`config.mk`:
```
export PLATFORM = sky130hd
export DESIGN_NAME = bats_feed_arbiter
export DESIGN_NICKNAME = d
export VERILOG_FILES = /design/src/rtl/bats_feed_arbiter.sv
export SDC_FILE = /design/constraint.sdc
export NUM_CORES = 1
export LEC_CHECK = 0
export BUFFER_PORTS_ARGS = -buffer_cell sky130_fd_sc_hd__buf_2
export CAP_MARGIN = 20
export CORE_MARGIN = 2
export CORE_UTILIZATION = 35
export CTS_BUF_LIST = sky130_fd_sc_hd__clkbuf_8
export DETAILED_ROUTE_END_ITERATION = 8
export PLACE_DENSITY = 0.61
export SKIP_CTS_REPAIR_TIMING = 1
export SLEW_MARGIN = 20
export SYNTH_ARGS = -nofsm -noshare
export SYNTH_HDL_FRONTEND = slang
export SYNTH_SLANG_ARGS = --single-unit
export TNS_END_PERCENT = 10
```
`constraint.sdc`:
```
create_clock -name Clk40 -period 2.2 [get_ports Clk40]
set_clock_uncertainty 0.15 [all_clocks]
set_input_delay 0 -clock Clk40 [delete_from_list [all_inputs] [get_ports Clk40]]
set_output_delay 0 -clock Clk40 [all_outputs]
set_load 0.005 [all_outputs]
```
`src/rtl/bats_feed_arbiter.sv`:
```
`default_nettype none
// ============================================================================
// Module  : bats_feed_arbiter
// Brief   : Round-robin whole-packet arbiter sharing one BATS PITCH parser
//           between several UDP payload feeds, with idle-gap insertion and
//           parser resync on malformed input.
// Rev     : 1.0  initial release
// ============================================================================
module bats_feed_arbiter #(
    parameter int NUM_FEEDS = 2,
    parameter int MAX_BEATS = 192,
    parameter int IDLE_GAP  = 2
) (
    input  logic                    Clk40,
    input  logic                    reset_n,
    input  logic                    sw_reset,
    input  logic [NUM_FEEDS*64-1:0] feed_bytes,
    input  logic [NUM_FEEDS*8-1:0]  feed_byte_enables,
    input  logic [NUM_FEEDS-1:0]    feed_valid,
    input  logic [NUM_FEEDS-1:0]    feed_last,
    output logic [NUM_FEEDS-1:0]    feed_ready,
    output logic [63:0]             parser_bytes,
    output logic [7:0]              parser_byte_enables,
    output logic                    parser_data_valid,
    output logic                    parser_reset,
    input  logic                    parser_ready_for_udp_input,
    output logic [2:0]              grant_id,
    output logic [31:0]             packets_forwarded,
    output logic [15:0]             packets_truncated,
    output logic                    overrun
);

    localparam int c_CNT_W = $clog2(MAX_BEATS + 1);
    localparam int c_GAP_W = (IDLE_GAP > 1) ? $clog2(IDLE_GAP) : 1;

    localparam logic [1:0] c_S_IDLE  = 2'd0;
    localparam logic [1:0] c_S_BURST = 2'd1;
    localparam logic [1:0] c_S_FLUSH = 2'd2;
    localparam logic [1:0] c_S_GAP   = 2'd3;

    logic [1:0]         r_state;
    logic [1:0]         w_next_state;
    logic [2:0]         r_grant;
    logic [2:0]         r_ptr;
    logic [c_CNT_W-1:0] r_beat_cnt;
    logic [c_GAP_W-1:0] r_gap_cnt;

    logic [63:0]        w_sel_bytes;
    logic [7:0]         w_sel_be;
    logic               w_sel_valid;
    logic               w_sel_last;
    logic               w_rr_found;
    logic [2:0]         w_rr_idx;

    logic               w_own;
    logic               w_accept;
    logic               w_fwd;
    logic               w_good;
    logic               w_trunc;
    logic               w_grant_en;
    logic               w_gap_done;
    logic               w_beat_hit_max;

    // Mux of the currently granted feed
    always_comb begin
        w_sel_bytes = '0;
        w_sel_be    = '0;
        w_sel_valid = 1'b0;
        w_sel_last  = 1'b0;
        for (int i = 0; i < NUM_FEEDS; i++) begin
            if (r_grant == 3'(i)) begin
                w_sel_bytes = feed_bytes[i*64 +: 64];
                w_sel_be    = feed_byte_enables[i*8 +: 8];
                w_sel_valid = feed_valid[i];
                w_sel_last  = feed_last[i];
            end
        end
    end

    // First valid feed searching upward from pointer+1, wrapping
    always_comb begin
        w_rr_found = 1'b0;
        w_rr_idx   = '0;
        for (int k = 1; k <= NUM_FEEDS; k++) begin
            for (int i = 0; i < NUM_FEEDS; i++) begin
                if (!w_rr_found && feed_valid[i] &&
                    ((int'(r_ptr) + k) % NUM_FEEDS == i)) begin
                    w_rr_found = 1'b1;
                    w_rr_idx   = 3'(i);
                end
            end
        end
    end

    assign w_beat_hit_max = (r_beat_cnt == c_CNT_W'(MAX_BEATS - 1));

    for (genvar gi = 0; gi < NUM_FEEDS; gi++) begin : g_ready
        assign feed_ready[gi] = w_own && (r_grant == 3'(gi));
    end

    assign grant_id = r_grant;

    // FSM: state register
    always_ff @(posedge Clk40 or negedge reset_n) begin
        if (!reset_n) begin
            r_state <= c_S_IDLE;
        end else begin
            r_state <= w_next_state;
        end
    end

    // FSM: next state
    always_comb begin
        w_next_state = r_state;
        case (r_state)
            c_S_IDLE: begin
                if (w_grant_en) w_next_state = c_S_BURST;
            end
            c_S_BURST: begin
                // A soft reset still drains the rest of the packet unless it just ended
                if (sw_reset)     w_next_state = (w_accept && w_sel_last) ? c_S_GAP : c_S_FLUSH;
                else if (w_good)  w_next_state = c_S_GAP;
                else if (w_trunc) w_next_state = c_S_FLUSH;
            end
            c_S_FLUSH: begin
                if (w_accept && w_sel_last) w_next_state = c_S_GAP;
            end
            default: begin
                if (sw_reset || w_gap_done) w_next_state = c_S_IDLE;
            end
        endcase
    end

    // FSM: output strobes
    always_comb begin
        w_own      = (r_state == c_S_BURST) || (r_state == c_S_FLUSH);
        w_accept   = w_own && w_sel_valid;
        w_fwd      = 1'b0;
        w_good     = 1'b0;
        w_trunc    = 1'b0;
        w_grant_en = 1'b0;
        w_gap_done = (r_gap_cnt == c_GAP_W'(IDLE_GAP - 1));
        case (r_state)
            c_S_IDLE: begin
                w_grant_en = !sw_reset && parser_ready_for_udp_input && w_rr_found;
            end
            c_S_BURST: begin
                if (!sw_reset) begin
                    w_fwd = w_sel_valid;
                    if (!w_sel_valid)        w_trunc = 1'b1;
                    else if (w_sel_last)     w_good  = 1'b1;
                    else if (w_beat_hit_max) w_trunc = 1'b1;
                end
            end
            default: ;
        endcase
    end

    // Datapath, grant bookkeeping and statistics
    always_ff @(posedge Clk40 or negedge reset_n) begin
        if (!reset_n) begin
            parser_bytes        <= '0;
            parser_byte_enables <= '0;
            parser_data_valid   <= 1'b0;
            parser_reset        <= 1'b0;
            r_grant             <= '0;
            r_ptr               <= 3'(NUM_FEEDS - 1);
            r_beat_cnt          <= '0;
            r_gap_cnt           <= '0;
            packets_forwarded   <= '0;
            packets_truncated   <= '0;
            overrun             <= 1'b0;
        end else begin
            parser_data_valid <= w_fwd;
            if (w_fwd) begin
                parser_bytes        <= w_sel_bytes;
                parser_byte_enables <= w_sel_be;
            end
            parser_reset <= sw_reset || w_trunc;

            if (w_grant_en) begin
                r_grant    <= w_rr_idx;
                r_ptr      <= w_rr_idx;
                r_beat_cnt <= '0;
            end else if (w_fwd) begin
                r_beat_cnt <= r_beat_cnt + c_CNT_W'(1);
            end

            if (r_state == c_S_GAP) r_gap_cnt <= r_gap_cnt + c_GAP_W'(1);
            else                    r_gap_cnt <= '0;

            if (sw_reset) begin
                packets_forwarded <= '0;
                packets_truncated <= '0;
                overrun           <= 1'b0;
            end else begin
                if (w_good) packets_forwarded <= packets_forwarded + 32'd1;
                if (w_trunc && (packets_truncated != 16'hFFFF))
                    packets_truncated <= packets_truncated + 16'd1;
                // Parser has one packet of slack, so a mid-burst drop is only flagged
                if ((r_state == c_S_BURST) && !parser_ready_for_udp_input)
                    overrun <= 1'b1;
            end
        end
    end

endmodule
`default_nettype wire
```
==> flow_metrics.tcl <==
set metrics [dict create \
    coreArea_mm2 0.01877 \
    die_w_um 142.5 \
    drt_iter0_markers 308 \
    required_ns 2.39 \
    grt_max_degree 62 \
    synth_area_per_cell_um2 10.03 \
    clockRootBuffer "clkbuf_8" \
    syn_area_mm2 0.006710 \
    fmax_mhz 464.4 \
    end_kind "flip-flop" \
    synth_cell_types 43 \
    finalHoldViolCount 0 \
    yosys.area.top_type "dfrtp_1" \
    holdWs_ns 0.07446 \
    numCtsBuffers 17 \
    die_h_um 142.5 \
    wl_mm 22.45 \
    clock_sinks 136 \
    antenna_cells 0 \
    netlist.area_leader.share_pct 50.34 \
    ys_seq_area_share_pct 50.74 \
    critPathKind "reg2reg" \
    clk_pin_slew_worst_paths_ns 0.09 \
    crit-reg2reg-launch "packets_truncated[0]$_DFFE_PN0P_" \
    antenna_found_initial 0 \
    placed_area_mm2 0.008552 \
    ys_warn_count 0 \
    grtUsageMet3_pct 4.307 \
    first_pass_iters 5 \
    gr-usage-met1_pct 23.66 \
    crit_path_max_fanout 12 \
    place.gp.congestion 0.7892 \
    nets 1267 \
    hold_start "feed_last[0]" \
    min_to "packets_forwarded[0]$_DFFE_PN0N_" \
    powerDensity_mw_per_mm2 911.8 \
    worstSkewPairLatency_ns 0.44 \
    port_buffers 277 \
    layout_worst_path_cycle_share_pct 97.88 \
    synth-seq-cells 136 \
    min_path_type "in2reg" \
    layout-drive-gt1-share_pct 32.98 \
    slew_violations 0 \
    start_util_pct 35.75 \
    setup_violations 0 \
    grt_usage_pct 17.76 \
    start_kind "flip-flop" \
    top_usage_layer "met2" \
    r2r_end "packets_truncated[9]$_DFFE_PN0P_" \
    r2r.worst_path.cells 6 \
    final_cell_area_mm2 0.01054 \
    area_growth_pct 57.08 \
    leakagePower_uw 0.005011 \
    rsz0062_at_grt "yes" \
    rows 50 \
    hpwl_mm 13.33 \
    synth.top_cells.by_area "dfrtp_1 50%, mux2i_1 11%, nor2_1 7.3%, a21oi_1 6.0%, xnor2_1 4.7%" \
    viasPerCell 4.984 \
    max_slew_margin_pct 63.86 \
    dieArea_mm2 0.02029 \
    cts_max_level 4 \
    met2_usage_pct 28.95 \
    drv_cap 0 \
    ant_nets 0 \
    worst_ep_arrival_time_ns 2.35 \
    hold_depth 6 \
    layout_min_cycle_time_ns 2.153 \
    vias 6743 \
    reg2reg_slack_ns 0.05 \
    synthCells 669 \
    grt_pass1_vias 5334 \
    tightest_slew_ns 0.5422 \
    peakVddDrop_mv 0.4562 \
    drc 0 \
    outcome "finished, final reports clean" \
    grt_pass1_wl_mm 28.09 \
    wire_per_inst_um 16.59 \
    cts.path.max_buffers 2 \
    cts_tree "yes" \
    pin_count 280 \
    grt_overflow 0 \
]
-- stage by stage --
step           setup TNS (ns)  total power (uW)  instances  utilization, %  worst slack [ns]
6_report                    0              9611       1353           56.16           0.04654
2_1_floorplan               0              5646        670               -           0.01764
3_5_place_dp                0              7225       1171           45.57           0.04209
4_1_cts                     0              9328       1202           47.61          0.008104
5_1_grt               -0.1560             10200       1353           56.16          -0.05733
3_3_place_gp                0              7159       1171           45.57           0.09268
-- critical path: stages, from the launching register on --
cell and delay (ns):
dfrtp_1 0.39, ha_1 0.23, and4_1 0.25, a41o_1 0.34
nor3_2 0.37, a21oi_1 0.11, a31o_2 0.22
-- power by group --
part / total, uW / internal (uW) / switching [uW]
Clock: 2060 / 1010 / 1050
Sequential: 3680 / 3260 / 415
Combinational: 3870 / 1880 / 1990
Total: 9610 / 6150 / 3460
-- state kept, by name (all words and copies together) (netlist names), 2 cells and up --
register / count
packets_forwarded: 32
packets_truncated: 16
r_state: 2
r_beat_cnt: 8
parser_byte_enables: 8
parser_bytes: 64
-- metal layers --
metal  vias to the layer above  share of wire, %  routed length [um]
li1                       3198                 -                   -
met1                      3226                43                9703
met2                       281                47               10600
met3                        38               7.3                1640
met4                         0               2.2                 497
met5                         -                 0                   0
-- layout by cell type (no fill, tap or decap), types with 4 or more instances in the layout --
cell type / netlist / layout
a21oi_1: 80 / 80
and3_1: 13 / 13
and4_1: 8 / 8
buf_12: 0 / 6
buf_2: 5 / 276
buf_4: 3 / 25
clkbuf_8: 0 / 17
dfrtp_1: 135 / 134
dlygate4sd3_1: 0 / 151
ha_1: 8 / 7
inv_1: 10 / 9
mux2i_1: 76 / 76
nand2_1: 28 / 28
nand3_1: 15 / 15
nand4_1: 12 / 12
nor2_1: 130 / 129
nor3_1: 15 / 15
nor4_1: 11 / 4
nor4_2: 0 / 4
nor4_4: 4 / 7
o21ai_0: 5 / 5
xnor2_1: 36 / 36
xor2_1: 11 / 11
-- cells in the mapped netlist, drive strengths merged --
cell    number
clkbuf      26
o31a         1
nand3       15
nor3b        2
nand2       28
buf         15
and3        13
dfstp        1
o21ai        5
a22oi        1
o211ai       2
a41o         1
nor2b        3
a21oi       80
and4b        1
ha           8
nor4        15
conb         1
dfrtp      135
nor4b        3
and2         2
o21a         1
mux2         2
mux2i       78
inv         10
and4         8
a31o         3
a31oi        1
nor2       130
o221ai       1
nand2b       1
xnor2       36
nor3        16
xor2        11
nand4       13
-- worst max path at each step --
stage                                                 from                                end  slack, ns  cells after the start
after detailed placement            r_state[1]$_DFFE_PN0P_  packets_forwarded[22]$_DFFE_PN0N_       0.04                      8
final                     packets_truncated[0]$_DFFE_PN0P_   packets_truncated[9]$_DFFE_PN0P_       0.05                      6
after global routing      packets_truncated[0]$_DFFE_PN0P_  packets_truncated[11]$_DFFE_PN0P_      -0.06                      6
after CTS                           r_state[1]$_DFFE_PN0P_  packets_forwarded[16]$_DFFE_PN0N_      0.008                      9
after global placement              r_state[1]$_DFFE_PN0P_  packets_forwarded[13]$_DFFE_PN0N_       0.09                      8
after floorplan                     r_state[1]$_DFFE_PN0P_  packets_forwarded[29]$_DFFE_PN0N_       0.02                     10
-- cell families after synthesis --
logic type	Yosys count	synth area share (%)
AND/OR/NAND/NOR	250	18.59
adder cells (fa/ha/maj)	8	1.492
other	1	0.05589
XOR/XNOR	47	6.135
buffers and inverters	51	3.226
AO/OA/AOI/OAI	96	7.682
flip-flops	136	50.74
multiplexers	80	12.08
-- cell type report --
type	instances	area (um2)
clock buffers	17	234.0
clock inverters	14	150.1
fillers	1555	8228
repair buffers	459	3212
inverters	10	37.54
well taps	234	292.8
multi-input cells	483	3206
flip-flops and latches	136	3408
Power figures use the tool's default switching activity.
